**src/rtl/bp_update_sched.sv**
```systemverilog
`timescale 1ns/1ps
// ---------------------------------------------------------------------------
// bp_update_sched
//
// Buffers committed branch-predictor updates and writes them into the
// single-ported BTB/BPB arrays in cycles where fetch is not using the port.
// A starvation counter forces a one-cycle fetch bubble, so updates can never
// be deferred indefinitely.
//
// Optional build macro: BP_UPD_COALESCE_EN
//   Defined   : a push whose PC matches the newest buffered entry overwrites
//               that entry in place (target/direction/type) instead of
//               allocating a new one.
//   Undefined : every accepted push allocates a new entry.
//
// Ports:
//   clk           in   clock, all state updates on rising edge
//   reset         in   asynchronous reset, active-low
//   upd_valid_i   in   committed update offered
//   upd_pc_i      in   branch PC
//   upd_tar_i     in   resolved target
//   upd_dir_i     in   resolved direction
//   upd_type_i    in   control type
//   upd_hold_o    out  buffer full, upstream must hold its head entry
//   fetch_req_i   in   fetch wants the array port this cycle
//   fetch_block_o out  forced fetch bubble this cycle
//   wr_en_o       out  array write this cycle
//   wr_pc_o       out  write PC
//   wr_tar_o      out  write target
//   wr_dir_o      out  write direction
//   wr_type_o     out  write type
//   pending_o     out  buffer occupancy
// ---------------------------------------------------------------------------
`ifndef SIZE_PC
`define SIZE_PC 32
`endif
`ifndef BRANCH_TYPE
`define BRANCH_TYPE 2
`endif

module bp_update_sched #(
   parameter int DEPTH        = 4,
   parameter int STARVE_LIMIT = 8,
   parameter int PC_W         = `SIZE_PC,
   parameter int BT_W         = `BRANCH_TYPE
) (
   input  logic                     clk,
   input  logic                     reset,
   input  logic                     upd_valid_i,
   input  logic [PC_W-1:0]          upd_pc_i,
   input  logic [PC_W-1:0]          upd_tar_i,
   input  logic                     upd_dir_i,
   input  logic [BT_W-1:0]          upd_type_i,
   output logic                     upd_hold_o,
   input  logic                     fetch_req_i,
   output logic                     fetch_block_o,
   output logic                     wr_en_o,
   output logic [PC_W-1:0]          wr_pc_o,
   output logic [PC_W-1:0]          wr_tar_o,
   output logic                     wr_dir_o,
   output logic [BT_W-1:0]          wr_type_o,
   output logic [$clog2(DEPTH):0]   pending_o
);

   localparam int AW = $clog2(DEPTH);
   localparam int CW = AW + 1;
   localparam int SW = $clog2(STARVE_LIMIT);

   typedef enum logic [1:0] {
      IDLE  = 2'd0,
      WAIT  = 2'd1,
      FORCE = 2'd2
   } state_t;

   state_t          state_q, state_d;
   logic [AW-1:0]   head_q, head_d;
   logic [AW-1:0]   tail_q, tail_d;
   logic [CW-1:0]   count_q, count_d;
   logic [SW-1:0]   starve_q, starve_d;

   // Entry storage; no reset needed, validity is carried by count_q.
   logic [PC_W-1:0] pc_q   [DEPTH];
   logic [PC_W-1:0] tar_q  [DEPTH];
   logic            dir_q  [DEPTH];
   logic [BT_W-1:0] type_q [DEPTH];

   logic             full;
   logic             empty;
   logic             grant;
   logic             coalesce;
   logic             alloc;
   logic [DEPTH-1:0] alloc_sel;
   logic [DEPTH-1:0] coal_sel;

   assign full  = (count_q == CW'(DEPTH));
   assign empty = (count_q == '0);

   // FORCE always wins the port; otherwise updates use only idle fetch cycles.
   assign grant = !empty && ((state_q == FORCE) || !fetch_req_i);

`ifdef BP_UPD_COALESCE_EN
   logic [AW-1:0] newest_idx;
   assign newest_idx = tail_q - AW'(1);
   // The newest entry cannot be merged into while it is leaving the buffer.
   assign coalesce = upd_valid_i && !empty && (pc_q[newest_idx] == upd_pc_i) &&
                     !((count_q == CW'(1)) && grant);
   for (genvar gi = 0; gi < DEPTH; gi++) begin : g_coal_sel
      assign coal_sel[gi] = coalesce && (newest_idx == AW'(gi));
   end
`else
   assign coalesce = 1'b0;
   assign coal_sel = '0;
`endif

   // A push while full is dropped (protocol violation) unless it merges.
   assign alloc = upd_valid_i && !full && !coalesce;

   for (genvar gi = 0; gi < DEPTH; gi++) begin : g_alloc_sel
      assign alloc_sel[gi] = alloc && (tail_q == AW'(gi));
   end

   always_ff @(posedge clk) begin
      for (int i = 0; i < DEPTH; i++) begin
         if (alloc_sel[i]) begin
            pc_q[i] <= upd_pc_i;
         end
         if (alloc_sel[i] || coal_sel[i]) begin
            tar_q[i]  <= upd_tar_i;
            dir_q[i]  <= upd_dir_i;
            type_q[i] <= upd_type_i;
         end
      end
   end

   // Pointer and occupancy next state.
   always_comb begin
      head_d  = head_q;
      tail_d  = tail_q;
      count_d = count_q + CW'(alloc) - CW'(grant);
      if (grant) begin
         head_d = head_q + AW'(1);
      end
      if (alloc) begin
         tail_d = tail_q + AW'(1);
      end
   end

   // Starvation counter: counts consecutive denied cycles while work is
   // pending. It wraps to zero on the transition into FORCE, whose
   // unconditional grant would clear it anyway.
   always_comb begin
      starve_d = starve_q;
      if (grant || empty) begin
         starve_d = '0;
      end else if (fetch_req_i && (state_q != FORCE)) begin
         if (starve_q == SW'(STARVE_LIMIT - 1)) begin
            starve_d = '0;
         end else begin
            starve_d = starve_q + SW'(1);
         end
      end
   end

   // Next-state logic.
   always_comb begin
      state_d = state_q;
      case (state_q)
         IDLE: begin
            if (count_d != '0) begin
               state_d = WAIT;
            end
         end
         WAIT: begin
            if ((starve_q == SW'(STARVE_LIMIT - 1)) && fetch_req_i) begin
               state_d = FORCE;
            end else if (count_d == '0) begin
               state_d = IDLE;
            end
         end
         FORCE: begin
            state_d = (count_d != '0) ? WAIT : IDLE;
         end
         default: begin
            state_d = IDLE;
         end
      endcase
   end

   always_ff @(posedge clk or negedge reset) begin
      if (!reset) begin
         state_q  <= IDLE;
         head_q   <= '0;
         tail_q   <= '0;
         count_q  <= '0;
         starve_q <= '0;
      end else begin
         state_q  <= state_d;
         head_q   <= head_d;
         tail_q   <= tail_d;
         count_q  <= count_d;
         starve_q <= starve_d;
      end
   end

   // Outputs: hold and block decode registered state only.
   assign upd_hold_o    = full;
   assign fetch_block_o = (state_q == FORCE);
   assign pending_o     = count_q;
   assign wr_en_o       = grant;
   assign wr_pc_o       = grant ? pc_q[head_q]   : '0;
   assign wr_tar_o      = grant ? tar_q[head_q]  : '0;
   assign wr_dir_o      = grant ? dir_q[head_q]  : 1'b0;
   assign wr_type_o     = grant ? type_q[head_q] : '0;

endmodule

```
**config.mk**
```make
export PLATFORM = sky130hd
export DESIGN_NAME = bp_update_sched
export DESIGN_NICKNAME = d
export VERILOG_FILES = /design/src/rtl/bp_update_sched.sv
export SDC_FILE = /design/constraint.sdc
export NUM_CORES = 1
export LEC_CHECK = 0
export CAP_MARGIN = 10
export CELL_PAD_IN_SITES_DETAIL_PLACEMENT = 1
export CELL_PAD_IN_SITES_GLOBAL_PLACEMENT = 1
export CORE_MARGIN = 1
export CORE_UTILIZATION = 25
export DETAILED_ROUTE_END_ITERATION = 6
export PLACE_DENSITY_LB_ADDON = 0.1
export SLEW_MARGIN = 0
export SYNTH_ARGS = -nofsm -noshare
export SYNTH_HDL_FRONTEND = slang
export SYNTH_SLANG_ARGS = --single-unit
```
**constraint.sdc**
```tcl
create_clock -name clk -period 3.46 [get_ports clk]
set_input_delay 1.038 -clock clk [delete_from_list [all_inputs] [get_ports clk]]
set_output_delay 1.038 -clock clk [all_outputs]
set_load 0.005 [all_outputs]
```
Word-level counts from Yosys, hierarchy flattened
Memories as Yosys holds them, arrays and structs flattened. Index checks and enable logic that the tools add are counted. W data, S select, Z words.

Equality and inequality tests: 10. Reductions and logical operators: 32. Add/sub/neg operators: 5. Multiplexer cells: 56.

Operators with widths (count): $mux W32 (8); $reduce_or A32 Y1 (6); $mux W2 (19); $mux W1 (25); $mux W3 (3); $logic_and A1 B1 Y1 (8); $eq A2 B2 Y1 const B (3); $eq A3 B3 Y1 const B (2); $logic_not A3 Y1 (2); $pmux W2 S3 (1); $reduce_or A2 Y1 (3); $add A2 B1 Y2 const B (2); $eq A2 B1 Y1 const B (2); $logic_not A2 Y1 (2); $ne A2 B2 Y1 const B (2); $add A3 B1 Y3 (1); $add A3 B1 Y3 const B (1); $logic_not A1 Y1 (3); $ne A3 B3 Y1 const B (1); $reduce_bool A3 Y1 (1); $reduce_or A1 Y1 (3); $sub A3 B1 Y3 (1); $logic_or A1 B1 Y1 (2); $reduce_and A2 Y1 (1); $reduce_bool A2 Y1 (1).

Output and inout port bits: 73. Bits in writable memories: 268. Memories kept: 4. Flip-flop bits (word level): 12. Word-level logic and storage cells: 112. Input bits: 71.

Memories: pc_q (depth 4, width 32, rd ports 1, clocked after memory_dff 0, write ports 1, RTL line 82) `logic [PC_W-1:0] pc_q [DEPTH];`; tar_q (depth 4, width 32, rd ports 1, clocked after memory_dff 0, write ports 1, RTL line 83) `logic [PC_W-1:0] tar_q [DEPTH];`; type_q (depth 4, width 2, rd ports 1, clocked after memory_dff 0, write ports 1, RTL line 85) `logic [BT_W-1:0] type_q [DEPTH];`; dir_q (depth 4, width 1, rd ports 1, clocked after memory_dff 0, write ports 1, RTL line 84) `logic dir_q [DEPTH];`.

Logic depth before layout (Yosys ltp)
Gate-level depths: netlist of the first run.

Word-level depth: 10. Gate-level depth with buffers: 13. Depth with buffers taken out: 11.

Least setup slack after synthesis of the first run
Ideal clock, no wire load.

Kind: in2reg. From: in upd_valid_i. To: mem dir_q[2] (enable). Stages on the path: 2. Arrival time: 2.983 ns. Required time: 3.028 ns. Path slack: 0.045 ns. Library setup time: 0.432 ns. Path through: nor2b_1 and2_1.

RTL lines: from (decl) (RTL line 49) `input logic upd_valid_i,`; $logic_and A1 B1 Y1 * (RTL line 116) `assign alloc = upd_valid_i && !full && !coalesce;`; $logic_and A1 B1 Y1 * (RTL line 119) `assign alloc_sel[gi] = alloc && (tail_q == AW'(gi));`; via alloc_sel[2] (RTL line 92) `logic [DEPTH-1:0] alloc_sel;`; $mux W1 * (RTL line 127) `if (alloc_sel[i] || coal_sel[i]) begin`; $mux W1 (implied by the code) * (RTL line 129) `dir_q[i] <= upd_dir_i;`; $reduce_or A1 Y1 (no source line); $mux W2 (no source line) / $mux W1 (equally long branches) (2 in series); to (decl) (RTL line 84).

The timed path passes the listed nets; every way through them passes the cells marked *.

Worst setup path in the final report of the first run
From: in fetch_req_i. To: out wr_tar_o[15].

Longest elaborated chain between the ends: 4.

RTL lines: from (decl) (RTL line 55) `input logic fetch_req_i,`; $logic_not A1 Y1 (RTL line 99) `assign grant = !empty && ((state_q == FORCE) || !fetch_req_i);`; $logic_or A1 B1 Y1 (RTL line 99); $logic_and A1 B1 Y1 (RTL line 99); $mux W32 (RTL line 211) `assign wr_tar_o = grant ? tar_q[head_q] : '0;`; to (decl) (RTL line 59) `output logic [PC_W-1:0] wr_tar_o,`.

No other way between the ends.

==> results of run 1 <==
-- power groups by stage --
stage | registers (mW) | clock network [mW] | logic (mW)
2_1_floorplan | 4.70 | 0 | 2.16
3_3_place_gp | 4.76 | 0 | 3.86
3_5_place_dp | 4.81 | 0 | 3.89
4_1_cts | 4.73 | 3.36 | 4.03
5_1_grt | 4.78 | 3.47 | 4.27
6_report | 4.71 | 3.24 | 3.94
-- layout make-up --
type                            count  area share
Clock buffer                       38      0.0581
Multi-Input combinational cell    167       0.163
Timing Repair Buffer              181       0.138
Inverter                           11     0.00285
Tap cell                          577      0.0498
Clock inverter                     20      0.0122
Sequential cell                   280       0.576
-- registers in the layout (all words and copies together), names as in the netlist --
register / count
state_q: 2
dir_q: 4
starve_q: 3
type_q: 8
tar_q: 128
pc_q: 128
tail_q: 2
pending_o: 3
head_q: 2
-- worst register-to-register path, delay by kind of cell, from the launching register on --
| family | cells | cell delay (ns) |
|---|---|---|
| flip-flops | 1 | 0.47 |
| AND/OR/NAND/NOR | 1 | 0.29 |
| XOR/XNOR | 2 | 0.33 |
| buffers and inverters | 3 | 0.24 |
| AO/OA/AOI/OAI | 2 | 0.54 |
| adder cells (fa/ha/maj) | 3 | 0.87 |
-- layout by cell type (no fill, tap or decap), types with 5 or more instances in the layout --
cell type        instances
nor2b_2                  7
clkinv_2                 5
ha_1                     8
dfrtp_1                 10
dlygate4sd2_1           15
dlymetal6s2s_1           7
nor2b_4                 13
edfxtp_1               268
clkinv_1                 8
clkdlybuf4s50_1        119
clkbuf_16               31
nor2b_1                 48
buf_4                   15
buf_12                  19
inv_1                   11
mux4_2                  67
-- timing repair --
action                     4_1_cts  5_1_grt
setup endpoints to repair       68       52
cloned                           1        0
hold endpoints to repair         0        0
resized for setup               40       14
hold buffers                     0        0
buffers inserted                 6        6
-- how the worst max path moves through the flow --
stage                        end  slack, ns   startpoint  depth (start not counted)
finish              wr_tar_o[15]      -0.08  fetch_req_i                          6
global route        wr_tar_o[15]      -0.17    head_q[0]                          4
CTS                 wr_tar_o[15]      -0.15    head_q[0]                          4
detailed placement  wr_tar_o[19]      -0.35  fetch_req_i                          5
global placement    wr_tar_o[19]      -0.36  fetch_req_i                          5
floorplan               dir_q[2]       0.04  upd_valid_i                          2
-- metal layers --
metal,up-vias,GRT usage,routed length (um)
li1,2320,-,-
met1,2787,0.152,11200
met2,119,0.206,13200
met3,51,0.0250,1190
met4,4,0.0362,615
met5,-,0,27
-- kinds of logic after synthesis --
family	share of synthesized area
xor+xnor	0.00404
fa+ha+maj	0.0111
simple gates	0.0523
compound gates	0.00289
buf+inv	0.0189
mux	0.140
flops	0.770
==> metrics.txt, run 1 <==
post-synthesis cell count between 400 and 500; Comb power frac 0.331; final std cells w/o fill 1274; critical path type in2out; Crit path max-delay family buffers and inverters; routed len/inst 20.6 um; max_cap viols 0; crit-path max cell delay 0.51 ns; antenna violations before repair 4; area leader, netlist edfxtp_1; Reg power frac 0.396; clock sinks 280; R2R Setup Slk 0.60 ns; setup TNS -1.19 ns; placer congestion estimate 0.643; unrepaired setup endpoints after global routing true; Worst-path clk slew 0.06 ns; Detailed Routing Iterations Pass 1 4; core area 42300 um2; leakage power 4.90 nW; Antenna Diode Count 0; Hold Worst Slack 0.459 ns; full die area 44200 um2; Max-slew headroom 0.586; worst-case hold path end point starve_q[0]; hpwl dp 16.3 mm; Max Slew Vio Count 0; CTS Buf Count 31; syn_nets around 560; Clk pwr share 0.273; CTS tree done; dpl cells 1203; Total GRT Usage 0.120; NetSw 3.27 mW; cell area after layout 14500 um2; dpl cell area 13200 um2; htree depth 1; Hold Path Origin starve_q[0]; mapped cell area 10800 um2; crit path time final 3.54 ns; #FFs+latches synth 280; most frequent cell after synthesis edfxtp_1; Final ANT Viol Nets 0; DRC Markers 0; Worst Path Required 2.42 ns; Crit Path Max Fanout 6; mean area per synthesized cell around 23 um2; violated checks negative setup slack; Final period util 1.02; Starting Density 0.256; num rows 75; Crit path arrival time approximately 2.5 ns; largest net degree at the start of global routing 33; Setup Skew 0.00994 ns; Hold Path Class reg2reg; DRT iter0 DRCs 299; startpoint type of the worst setup path input port; Post-synth top flop edfxtp_1; number of I/O pins 144; Via density 4.15; worst-skew pair later-pin latency 0.56 ns; Distinct cells, synth 29; vias in the first global route 6129; Final Power 11.9 mW; fraction of layout cells with a size suffix above 1 0.261; status finished with violations; worst r2r src pending_o[1]; Area Growth Syn to Fin 33.8%; VDD IR-drop max 331 uV; buffer and inverter count on the worst path 4; main area contributors after synthesis edfxtp_1, mux4_2, nor2b_1; footprint of the multi-input gates 2360 um2; overall die height 210 um; post-synthesis sequential area ratio 0.770; Cell Pwr Density slightly above 800 nW/um2; Die W approximately 210 um; Util after Layout 0.343; setup violators final 37; register area 8360 um2; Synth Warn # 0; Slowest cell on crit path clkdlybuf4s50_1; I/O Buffers between 100 and 150; global-route wire length before repair 39.2 mm; WHS Path Cells 1; Switching Fraction 0.275; cell count of the worst reg-to-reg path 11; Slew @ Worst Pin 0.619 ns; Reg2Reg Capture Point state_q[0]; Routed WL 26.2 mm; clock root buffer master clkbuf_16; crit path cell chain dlygate4sd2_1 > a21o_4 > buf_16 > buf_12 > nor2b_1 > clkdlybuf4s50_1; worst setup margin -0.0820 ns; vias after detailed routing 5281; EDFF count, synth 268; Worst Setup Slack post-DPL -0.345 ns; Hold Fails Final Rpt 0; share of the synthesized area in the top cell type 0.743; CP Capture Type output port; cell internal pwr 8.63 mW; Clock Tree Buf Depth 3; nets 752; fill count 4177; Synth async-reset ratio 0.0429; top cells by count, synth edfxtp_1, mux4_2, nor2b_1, dfrtp_1, inv_1; global route total overflow 0; f_max between 0.2 and 0.3 GHz
No activity file was read; power rests on OpenSTA's default activity.
==> inputs of run 2 (changes only) <==
SKIP_CTS_REPAIR_TIMING = 1   (was unset)
==> run 2 against run 1 <==
The flow still finishes with violations (negative setup slack). First-iteration DRC count is 16% lower. Global-route usage is 0.19 points lower. Cell count is 0.31% higher. Critical path type is now reg2out.
==> metrics.txt, run 2 (synthesis gave the netlist of run 1 again) <==
status finished with violations; violated checks negative setup slack; Hold Path Class reg2reg; global route total overflow 0 (unchanged); startpoint type of the worst setup path flip-flop; worst r2r src pending_o[1]; crit path cell chain buf_4 > buf_12 > mux4_2 > nor2b_4 > clkdlybuf4s50_1; Worst-path clk slew 0.06 ns (about the same); core area 42300 um2 (unchanged); cell count of the worst reg-to-reg path 11 (unchanged); nets 756 (+0.53%); crit path time final 3.51 ns (-0.0292 ns); Switching Fraction 0.275 (about the same); Reg2Reg Capture Point state_q[0]; Slew @ Worst Pin 0.607 ns (-0.0117 ns); worst-skew pair later-pin latency 0.57 ns (about the same); Via density 4.17 (+0.71%); crit-path max cell delay 0.55 ns (+0.04 ns); worst-case hold path end point starve_q[0]; leakage power 5.66 nW (+15%); Routed WL 26.6 mm (+1.5%); Total GRT Usage 0.118 (-0.00187); clock sinks 280 (unchanged); Final ANT Viol Nets 0 (unchanged); Setup Skew 0.0133 ns (+0.00334 ns); max_cap viols 0 (unchanged); largest net degree at the start of global routing 33 (unchanged); R2R Setup Slk 0.60 ns (about the same); worst setup margin -0.0528 ns (+0.0292 ns); Final period util 1.02 (-0.00844); number of I/O pins 144 (unchanged); num rows 75 (unchanged); setup violators final 3 (-92%); Comb power frac 0.339 (+0.008); clock root buffer master clkbuf_16; global-route wire length before repair 38.8 mm (-1.2%); CP Capture Type output port; Slowest cell on crit path mux4_2; routed len/inst 20.8 um (+1.2%); vias after detailed routing 5335 (+1.0%); Detailed Routing Iterations Pass 1 4 (unchanged); CTS tree done; critical path type reg2out; Starting Density 0.256 (unchanged); DRT iter0 DRCs 252 (-16%); overall die height 210 um (unchanged); DRC Markers 0 (unchanged); Cell Pwr Density 817 nW/um2 (-0.49%); cell internal pwr 8.73 mW (+1.2%); Area Growth Syn to Fin 36.0%; WHS Path Cells 1 (unchanged); most common cell after layout, fill and taps aside edfxtp_1; VDD IR-drop max 329 uV (-0.77%); full die area 44200 um2 (unchanged); vias in the first global route 6129 (unchanged); Hold Path Origin starve_q[0]; antenna violations before repair 4 (unchanged); fill count 4159 (-0.43%); Clock Tree Buf Depth 3 (unchanged); most frequent cells in the layout edfxtp_1, clkdlybuf4s50_1, mux4_2; placer congestion estimate 0.643 (unchanged); unrepaired setup endpoints after global routing true; Largest regs pc_q: 128 flops, tar_q: 128 flops, type_q: 8 flops; Crit path arrival time 2.47 ns (-0.03 ns); Worst Path Required 2.42 ns (about the same); Hold Fails Final Rpt 0 (unchanged); Max-slew headroom 0.594 (+0.00784); I/O Buffers 143 (unchanged); Hold Worst Slack 0.460 ns (+0.0000980 ns); hpwl dp 16.3 mm (unchanged); f_max 0.285 GHz (+0.83%); CTS Buf Count 31 (unchanged); Crit Path Max Fanout 8 (+2); Antenna Diode Count 0 (unchanged); htree depth 1 (unchanged); Max Slew Vio Count 0 (unchanged); Util after Layout 0.348 (+0.00562); NetSw 3.31 mW (+1.1%); fraction of layout cells with a size suffix above 1 0.260 (-0.00149); Die W 210 um (unchanged); Reg power frac 0.392 (-0.004); Clk pwr share 0.269 (-0.004)
## run 2: cell types whose count changed in the layout (fill, tap and decap cells not counted), moves of 3 or more
cell             previous run  this run
clkbuf_16                  31        35
clkdlybuf4s50_1           119        83
dlygate4sd2_1              15         0
dlymetal6s2s_1              7        60
nor2b_1                    48        52
nor2b_4                    13        10
## run 2: layout make-up
| cell class | count | area, um2 | area share |
|---|---|---|---|
| inverter | 11 | 41.3 | 0.00280 |
| tap | 577 | 722 | 0.0490 |
| timing repair buffer | 185 | 2260 | 0.153 |
| clock buffer | 38 | 842 | 0.0572 |
| sequential | 280 | 8360 | 0.567 |
| multi-input combinational | 167 | 2340 | 0.159 |
| clock inverter | 20 | 176 | 0.0120 |
## run 2: worst max path at each step
stage | start | to | slack [ns] | cells after the start
global route | head_q[0] | wr_tar_o[24] | -0.13 | 5
finish | head_q[0] | wr_tar_o[24] | -0.05 | 5
CTS | fetch_req_i | wr_tar_o[19] | -0.36 | 5
global placement | fetch_req_i | wr_tar_o[19] | -0.36 | 5
detailed placement | fetch_req_i | wr_tar_o[19] | -0.35 | 5
floorplan | upd_valid_i | dir_q[2] | 0.04 | 2
## run 2: layer usage
layer / wire, um / vias up / global-route usage
met5: 27 / - / 0
li1: - / 2339 / -
met3: 1220 / 48 / 0.0253
met4: 525 / 4 / 0.0362
met1: 11300 / 2828 / 0.147
met2: 13500 / 116 / 0.206
## run 2: power groups by stage
stage	clock network [mW]	logic (mW)	registers, mW
floorplan	0	2.16	4.70
global placement	0	3.86	4.76
detailed placement	0	3.89	4.81
CTS	3.36	3.92	4.75
global route	3.47	4.41	4.78
finish	3.24	4.08	4.72
## run 2: stage by stage
stage	cells	worst slack (ns)	TNS (ns)	instance area [um2]	power [mW]
global placement	1203	-0.365	-12.11	13200	8.62
CTS	1261	-0.365	-16.34	14300	12.0
floorplan	481	0.0445	0	10800	6.86
finish	1278	-0.0528	-0.143	14700	12.0
global route	1278	-0.133	-0.716	14700	12.7
detailed placement	1203	-0.345	-12.14	13200	8.70
## run 2: worst max-delay path, delay by kind of cell (launching register included)
kind          cells  cell delay (ns)
buf+inv           3             0.71
mux               1             0.55
flops             1             0.51
simple gates      1             0.15
